===== src/rtl/cordic_pkg.sv =====
// Shared definitions for the iterative CORDIC sequencer: datapath widths, arctangent
// table, inverse-gain constant and the controller state encoding.
package cordic_pkg;

    localparam int XY_W = 18;
    localparam int Z_W  = 15;

    // round(atan(2^-i) * 2^14 / pi); one z LSB is pi/2^14
    localparam logic [Z_W-1:0] ATAN [16] = '{
        15'd4096, 15'd2418, 15'd1278, 15'd649, 15'd326, 15'd163, 15'd81, 15'd41,
        15'd20,   15'd10,   15'd5,    15'd3,   15'd1,   15'd1,   15'd0,  15'd0
    };

    localparam logic [XY_W-1:0] K_INV = 18'd19898;  // 0.60725 in Q1.15

    typedef enum logic [1:0] {
        IDLE  = 2'd0,
        RUN   = 2'd1,
        SCALE = 2'd2,
        DONE  = 2'd3
    } state_t;

    // v * K_INV, arithmetic-shifted right by 15 and truncated back to XY_W bits
    function automatic logic [XY_W-1:0] gain_comp(input logic [XY_W-1:0] v);
        logic signed [2*XY_W-1:0] prod;
        prod = $signed(v) * $signed(K_INV);
        return XY_W'(prod >>> 15);
    endfunction

endpackage


===== src/rtl/cordic_iter.sv =====
// One CORDIC micro-rotation, purely combinational, with a runtime shift amount.
// All arithmetic wraps in two's complement at the port widths.
module cordic_iter
    import cordic_pkg::*;
(
    input  logic            mode,
    input  logic [XY_W-1:0] x_in,
    input  logic [XY_W-1:0] y_in,
    input  logic [Z_W-1:0]  z_in,
    input  logic [3:0]      shift,
    input  logic [Z_W-1:0]  atan_c,
    output logic [XY_W-1:0] x_out,
    output logic [XY_W-1:0] y_out,
    output logic [Z_W-1:0]  z_out
);

    logic            d;
    logic [XY_W-1:0] xs;
    logic [XY_W-1:0] ys;

    always_comb begin
        // rotating steers z toward zero, vectoring steers y toward zero
        d     = mode ? z_in[Z_W-1] : y_in[XY_W-1];
        xs    = XY_W'($signed(y_in) >>> shift);
        ys    = XY_W'($signed(x_in) >>> shift);
        x_out = d ? x_in - xs : x_in + xs;
        y_out = d ? y_in + ys : y_in - ys;
        z_out = d ? z_in + atan_c : z_in - atan_c;
    end

endmodule


===== src/rtl/cordic_iter_ctrl.sv =====
// Iterative CORDIC sequencer: one shared micro-rotation reused for ITER cycles per job.
// Define CORDIC_GAIN_COMP_EN to add a one-cycle SCALE state that removes the CORDIC gain.
module cordic_iter_ctrl
    import cordic_pkg::*;
#(
    parameter int ITER  = 14,
    parameter int CNT_W = 4
) (
    input  logic            clock,
    input  logic            reset,
    input  logic            in_valid,
    output logic            in_ready,
    input  logic            in_mode,
    input  logic [XY_W-1:0] in_x,
    input  logic [XY_W-1:0] in_y,
    input  logic [Z_W-1:0]  in_z,
    output logic            out_valid,
    input  logic            out_ready,
    output logic [XY_W-1:0] out_x,
    output logic [XY_W-1:0] out_y,
    output logic [Z_W-1:0]  out_z,
    output logic            busy
);

    state_t           state_q, state_d;
    logic [CNT_W-1:0] cnt_q, cnt_d;
    logic [XY_W-1:0]  x_q, x_d;
    logic [XY_W-1:0]  y_q, y_d;
    logic [Z_W-1:0]   z_q, z_d;
    logic             mode_q, mode_d;

    logic [3:0]       idx;
    logic [XY_W-1:0]  x_rot, y_rot;
    logic [Z_W-1:0]   z_rot;

    assign idx = 4'(cnt_q);

    cordic_iter u_iter (
        .mode   (mode_q),
        .x_in   (x_q),
        .y_in   (y_q),
        .z_in   (z_q),
        .shift  (idx),
        .atan_c (ATAN[idx]),
        .x_out  (x_rot),
        .y_out  (y_rot),
        .z_out  (z_rot)
    );

    always_comb begin
        // NOTE: every _d gets its hold value first so no path can infer a latch.
        state_d = state_q;
        cnt_d   = cnt_q;
        x_d     = x_q;
        y_d     = y_q;
        z_d     = z_q;
        mode_d  = mode_q;
        case (state_q)
            IDLE: begin
                if (in_valid) begin
                    x_d     = in_x;
                    y_d     = in_y;
                    z_d     = in_z;
                    mode_d  = in_mode;
                    cnt_d   = '0;
                    state_d = RUN;
                end
            end
            RUN: begin
                x_d   = x_rot;
                y_d   = y_rot;
                z_d   = z_rot;
                cnt_d = cnt_q + 1'b1;
                if (cnt_q == CNT_W'(ITER - 1)) begin
`ifdef CORDIC_GAIN_COMP_EN
                    state_d = SCALE;
`else
                    state_d = DONE;
`endif
                end
            end
`ifdef CORDIC_GAIN_COMP_EN
            SCALE: begin
                x_d     = gain_comp(x_q);
                y_d     = gain_comp(y_q);
                state_d = DONE;
            end
`endif
            DONE: begin
                if (out_ready) state_d = IDLE;
            end
            default: state_d = IDLE;
        endcase
    end

    // NOTE: the datapath registers are reset too, so an aborted job leaves zeros, not residue.
    always_ff @(posedge clock or posedge reset) begin
        if (reset) begin
            state_q <= IDLE;
            cnt_q   <= '0;
            x_q     <= '0;
            y_q     <= '0;
            z_q     <= '0;
            mode_q  <= 1'b0;
        end else begin
            state_q <= state_d;
            cnt_q   <= cnt_d;
            x_q     <= x_d;
            y_q     <= y_d;
            z_q     <= z_d;
            mode_q  <= mode_d;
        end
    end

    assign in_ready  = (state_q == IDLE);
    assign busy      = (state_q == RUN) || (state_q == SCALE);
    assign out_valid = (state_q == DONE);
    assign out_x     = x_q;
    assign out_y     = y_q;
    assign out_z     = z_q;

endmodule


===== config.mk =====
export PLATFORM = sky130hd
export DESIGN_NAME = cordic_iter_ctrl
export DESIGN_NICKNAME = d
export VERILOG_FILES = /design/src/rtl/cordic_pkg.sv /design/src/rtl/cordic_iter.sv /design/src/rtl/cordic_iter_ctrl.sv
export SDC_FILE = /design/constraint.sdc
export NUM_CORES = 1
export LEC_CHECK = 0
export BUFFER_PORTS_ARGS = -buffer_cell sky130_fd_sc_hd__buf_2
export CAP_MARGIN = 20
export CORE_MARGIN = 4
export CORE_UTILIZATION = 60
export CTS_CLUSTER_DIAMETER = 50
export DETAILED_ROUTE_END_ITERATION = 6
export GPL_TIMING_DRIVEN = 1
export PLACE_DENSITY = 0.83
export SLEW_MARGIN = 40
export SYNTH_ARGS = -nofsm -noshare
export SYNTH_HDL_FRONTEND = slang
export SYNTH_SLANG_ARGS = --single-unit

===== constraint.sdc =====
create_clock -name clock -period 7.1 [get_ports clock]
set_input_delay 0.71 -clock clock [delete_from_list [all_inputs] [get_ports clock]]
set_output_delay 0.71 -clock clock [all_outputs]
set_load 0.02 [all_outputs]

* Word level (Yosys, flattened, before mapping) *
Memories as Yosys holds them, arrays and structs flattened.
Index checks and enable logic that the tools add are counted.

cells by class
  add/sub/neg operators = 7
  multipliers = 0
  divide/modulo/power cells = 0
  order comparisons = 1
  equal/unequal tests = 7
  shift-type cells = 2
  multiplexer cells = 18
  bitwise logic cells = 1
  reduce and logical (&&, ||, !) cells = 6

operators by type and width
  cell                                                   number
  two-way mux 18 bit                                     4
  case mux 18 bit (2 select lines)                       2
  two-way mux 15 bit                                     4
  adder 18 bit                                           2
  >>> shifter 18 x 4 -> 18 bit                           2
  subtractor 18 bit                                      2
  case mux 15 bit (2 select lines)                       1
  adder 15 bit                                           1
  subtractor 15 bit                                      1
  case mux 4 bit (2 select lines)                        1
  two-way mux 2 bit                                      3
  case mux 2 bit (3 select lines)                        1
  >= comparator 5 bit, second input constant             1
  inverter 4 -> 5 bit                                    1
  adder 4 x 1 -> 4 bit, second input constant            1
  == test 2 bit, second input constant                   2
  == test 4 bit, second input constant                   1
  two-way mux 4 bit                                      1
  inequality test 2 bit, second input constant           2
  AND reduction 2 bit                                    2
  AND reduction 3 bit                                    1
  == test 2 x 1 -> 1 bit, second input constant          1
  zero test 2 bit                                        1
  inequality test 2 x 1 -> 1 bit, second input constant  1
  3 further kinds                                        3

word-level totals
  register bits = 58
  bits in latches = 0
  bits in writable memories = 0
  bits in read-only memories = 240
  logic and storage cells = 49
  memories kept = 1

memories
  memory           depth  width  rd ports  clocked after memory_dff  wr ports  RTL line                RTL
  (no name shown)  16     15     1         0                         0         cordic_iter_ctrl.sv:44  .atan_c (ATAN[idx]),

* Depth between registers and ports, before layout *
  word-level depth = 7
  gate-level depth with buffers = 24
  depth with buffers taken out = 20

* Cells and area by module *
Synthesis repeated with hierarchy kept, for this count alone.

unflattened totals
  cells, all modules = 937
  area total of the unflattened synthesis = 7953.9 um^2

by module, submodules not included
  module            times used  cells an instance  area each (um^2)
  cordic_iter       1           634                4890.9
  cordic_iter_ctrl  1           303                3062.9

* Worst setup path before layout *
Ideal clock, no wire load.

  path kind = register to register
  start point = register cnt_q[1]
  end point = register z_q[13], in the netlist out_z[13]
  arrival = 4.912 ns
  data required time = 7.017 ns
  path slack = 2.105 ns
  stages on the path, launching flop included = 22
  path buffers = 3
  period minus slack after synthesis = 4.995 ns
  path through = dfrtp_1 buf_2 clkinv_1 clkbuf_1 clkbuf_1 ha_1 nand2b_1 o21ai_0 o21ai_0 ha_1 nor2_1 a21oi_1 ha_1 a21o_1 a21o_1 a2111oi_0 o31ai_1 or4_1 o311ai_0 o21ai_0 xnor2_1 o21ai_0

on the way
  longest elaborated chain between the ends = 7

RTL lines
  what                                                      RTL line                 RTL
  from (decl)                                               cordic_iter_ctrl.sv:26   logic [CNT_W-1:0] cnt_q, cnt_d;
  from (signal assigned)                                    cordic_iter_ctrl.sv:107  cnt_q <= cnt_d;
  inverter 4 -> 5 bit (not written as such) *               cordic_iter_ctrl.sv:44
  memory (16 x 15 bit) *                                    --
  two-way mux 15 bit (not written as such) * (2 in a row)   cordic_iter_ctrl.sv:44
  subtractor 15 bit / adder 15 bit (equally long branches)  cordic_iter.sv:28        z_out = d ? z_in + atan_c : z_in - atan_c;
  two-way mux 15 bit *                                      cordic_iter.sv:28
  case mux 15 bit (2 select lines) *                        cordic_iter_ctrl.sv:58   case (state_q)
  to (signal assigned)                                      cordic_iter_ctrl.sv:110  z_q <= z_d;
  to (decl)                                                 cordic_iter_ctrl.sv:29   logic [Z_W-1:0] z_q, z_d;

Mark *: on every way between the ends. The rest lies on a longest branch, timed or not. The select of a mux whose other input is x is not followed.
A chain may end at the register's enable or synchronous reset.

* Worst setup path in the final report *
Ends and elaborated chain as after synthesis.

==> qor.yml <==
die_w_um: 124
nets: 1158
fin_crit_ps: 5960
mostFrequentLayoutCells: "buf_2, nand2_1, o21ai_0, nor2_1, a21oi_1"
ys_seq_elements: 58
worst_path_largest_cell_delay_ps: 830
gp_congestion: 0.944
hp-class: "primary input to asynchronous set/reset pin"
root_buffer: "clkbuf_16"
hold_viol: 0
synth_cell_types: 82
crit_chain: "buf_4 > clkinv_1 > ha_1 > nand2b_1 > o21ai_0 > o21ai_0 > ha_1 > nor2_1 > a21oi_1 > ha_1 > a21o_1 > a21o_1 > a2111oi_0 > o31ai_1 > or4_1 > o311ai_0 > o21ai_0 > xnor2_1 > o21ai_0"
vias_per_cell: 6.46
cts_max_path_buffers: 2
wl_per_cell_um: 18.3
end_kind: "flip-flop"
place_area_um2: 8670
worstSetupPathType: "flip-flop to flip-flop"
areaGrowthSynthToFinish_pct: 12.0
slew_headroom_pct: 43.8
slew_violations: 0
cap_violations: 0
drt_pre_antenna_iters: 7
htree_levels: 3
die_h_um: 124
finalSetupTns_ps: 0
fin_crit_sh_pct: 84.0
critPathTopFamily: "compound AO/OA/AOI/OAI gates"
start_util_pct: 61.2
grt.met3_usage_pct: 5.90
timing.rr.end: "out_z[13]"
track_usage_pct: 30.0
grt_pass1_vias: 7544
dieArea_um2: 15400
skew_ps: 6.05
ff2ff_setup_slack_ps: 1140
finalWirelength_mm: 22.3
startpoint_type: "flip-flop"
fin_area_um2: 9040
dp_hpwl_mm: 16.0
path_clk_slew_ps: 50
setup_violations: 0
ctsHoldBuffers: 0
coreArea_um2: 13200
ant_nets: 0
worst_pin_slew_ps: 838
status: "completed"
postSynthAreaPerCell_um2: 8.38
grt_pass1_wl_mm: 37.0
gr-usage-met1_pct: 38.4
rsz0062_at_grt: "false"
cts_buffers: 9
layout_commonest_cell: "buf_2"
yosys-top-cells-area: "dfrtp_1, ha_1, mux4_2"
arrival_ps: 6170
synth_edf_count: 0
syn_area_um2: 8080
clock_sinks: 58
yosysWarnings: 0
io-pin-count: 110
synthArstFlopShare_pct: 100
io_buffer_count: 109
crit_fanout: 49
rows: 42
cp_common_cell: "o21ai_0"
cts_tree: "built"
critPathLaunch: "cnt_q[1]"
synth_area_leader_cell: "dfrtp_1"
diodes: 0
synth.top_cell.area_share_pct: 18.0
synthCells: 964
path_buf_inv: 2
busiest_layer: "met2"
grt_max_degree: 59
clock_latency_ps: 350
seq_area_frac_synth_pct: 18.0
ctsResizeCount: 0
cp_slowest_cell: "clkinv_1"
antenna_found_initial: 0
post_cts_buffers: 0
crit_cells: 19
max_freq_mhz: 168
route.detailed.drc: 0
rr_startpoint: "cnt_q[1]"
drtIter0Drc: 679
worst_ep_required_time_ps: 7310
drive_above_1_share_pct: 19.0
overflow: 0
use_met2_pct: 49.4
endpoint: "out_z[13]"
synthFlopType: "dfrtp_1"
syn_nets: 1084
worst_r2r_path_depth: 19
vias: 7878
[logic make-up (layout without fill, tap and decap cells)]
family | Yosys count | count (layout) | share of synthesized area (%)
AO/OA/AOI/OAI | 290 | 290 | 22.8
multiplexers | 101 | 101 | 19.3
buffers and inverters | 86 | 165 | 4.80
flip-flops | 58 | 58 | 18.0
XOR/XNOR | 78 | 78 | 8.46
adder cells (fa/ha/maj) | 64 | 64 | 10.2
AND/OR/NAND/NOR | 287 | 287 | 16.5
[area by class of cell]
type | count | area [um^2]
multi-input combinational | 820 | 6260
fill | 1112 | 4150
sequential | 58 | 1450
timing repair buffer | 123 | 662
clock buffer | 11 | 253
tap | 176 | 220
clock inverter | 5 | 100
inverter | 26 | 97.6
[sequential cells by signal, indices dropped and copies added (netlist names)]
name / count
out_x: 18
out_z: 15
mode_q: 1
state_q: 2
out_y: 18
cnt_q: 4
[tightest hold or removal path: cells and delay by family]
family                 cells  cell delay (ps)
buffers and inverters      3              580
[how the worst min path moves through the flow]
stage	depth (start not counted)	to	from	slack, ps
after floorplan	1	state_q[1]	state_q[1]	490
after global placement	2	out_z[5]	out_z[5]	490
after detailed placement	2	out_z[7]	out_z[7]	500
after CTS	2	out_z[7]	out_z[7]	510
after global routing	2	out_z[7]	out_z[7]	530
final	3	state_q[0]	reset	500
[synth_stat cells, drive strengths merged, types with 9 or more instances]
cell	n
nand2	103
o21ai	91
nor2	84
a21oi	79
ha	61
dfrtp	58
xnor2	58
mux2i	52
mux4	40
clkbuf	38
inv	25
buf	22
nor3	22
xor2	20
a21o	18
nand3	16
a31oi	15
a211oi	14
and3	13
o21a	11
mux2	9
[layer usage]
layer	wire (um)	share of wire [%]	up-vias
met3	1580	7.1	77
met4	973	4.4	0
met5	0	0	-
met1	9220	41	3715
met2	10500	47	352
li1	-	-	3734
[metrics by stage]
step	hold slack, ps	cells	utilization (%)	setup WS [ps]
finish	495	1219	68.6	1140
global route	530	1219	68.6	418
CTS	509	1218	68.4	1180
detailed placement	496	1202	65.7	1200
global placement	492	1202	65.7	1320
floorplan	486	964	-	2100
Power is not shown: default switching activity piles up to over one toggle a cycle in this logic, so the estimate is an artifact.
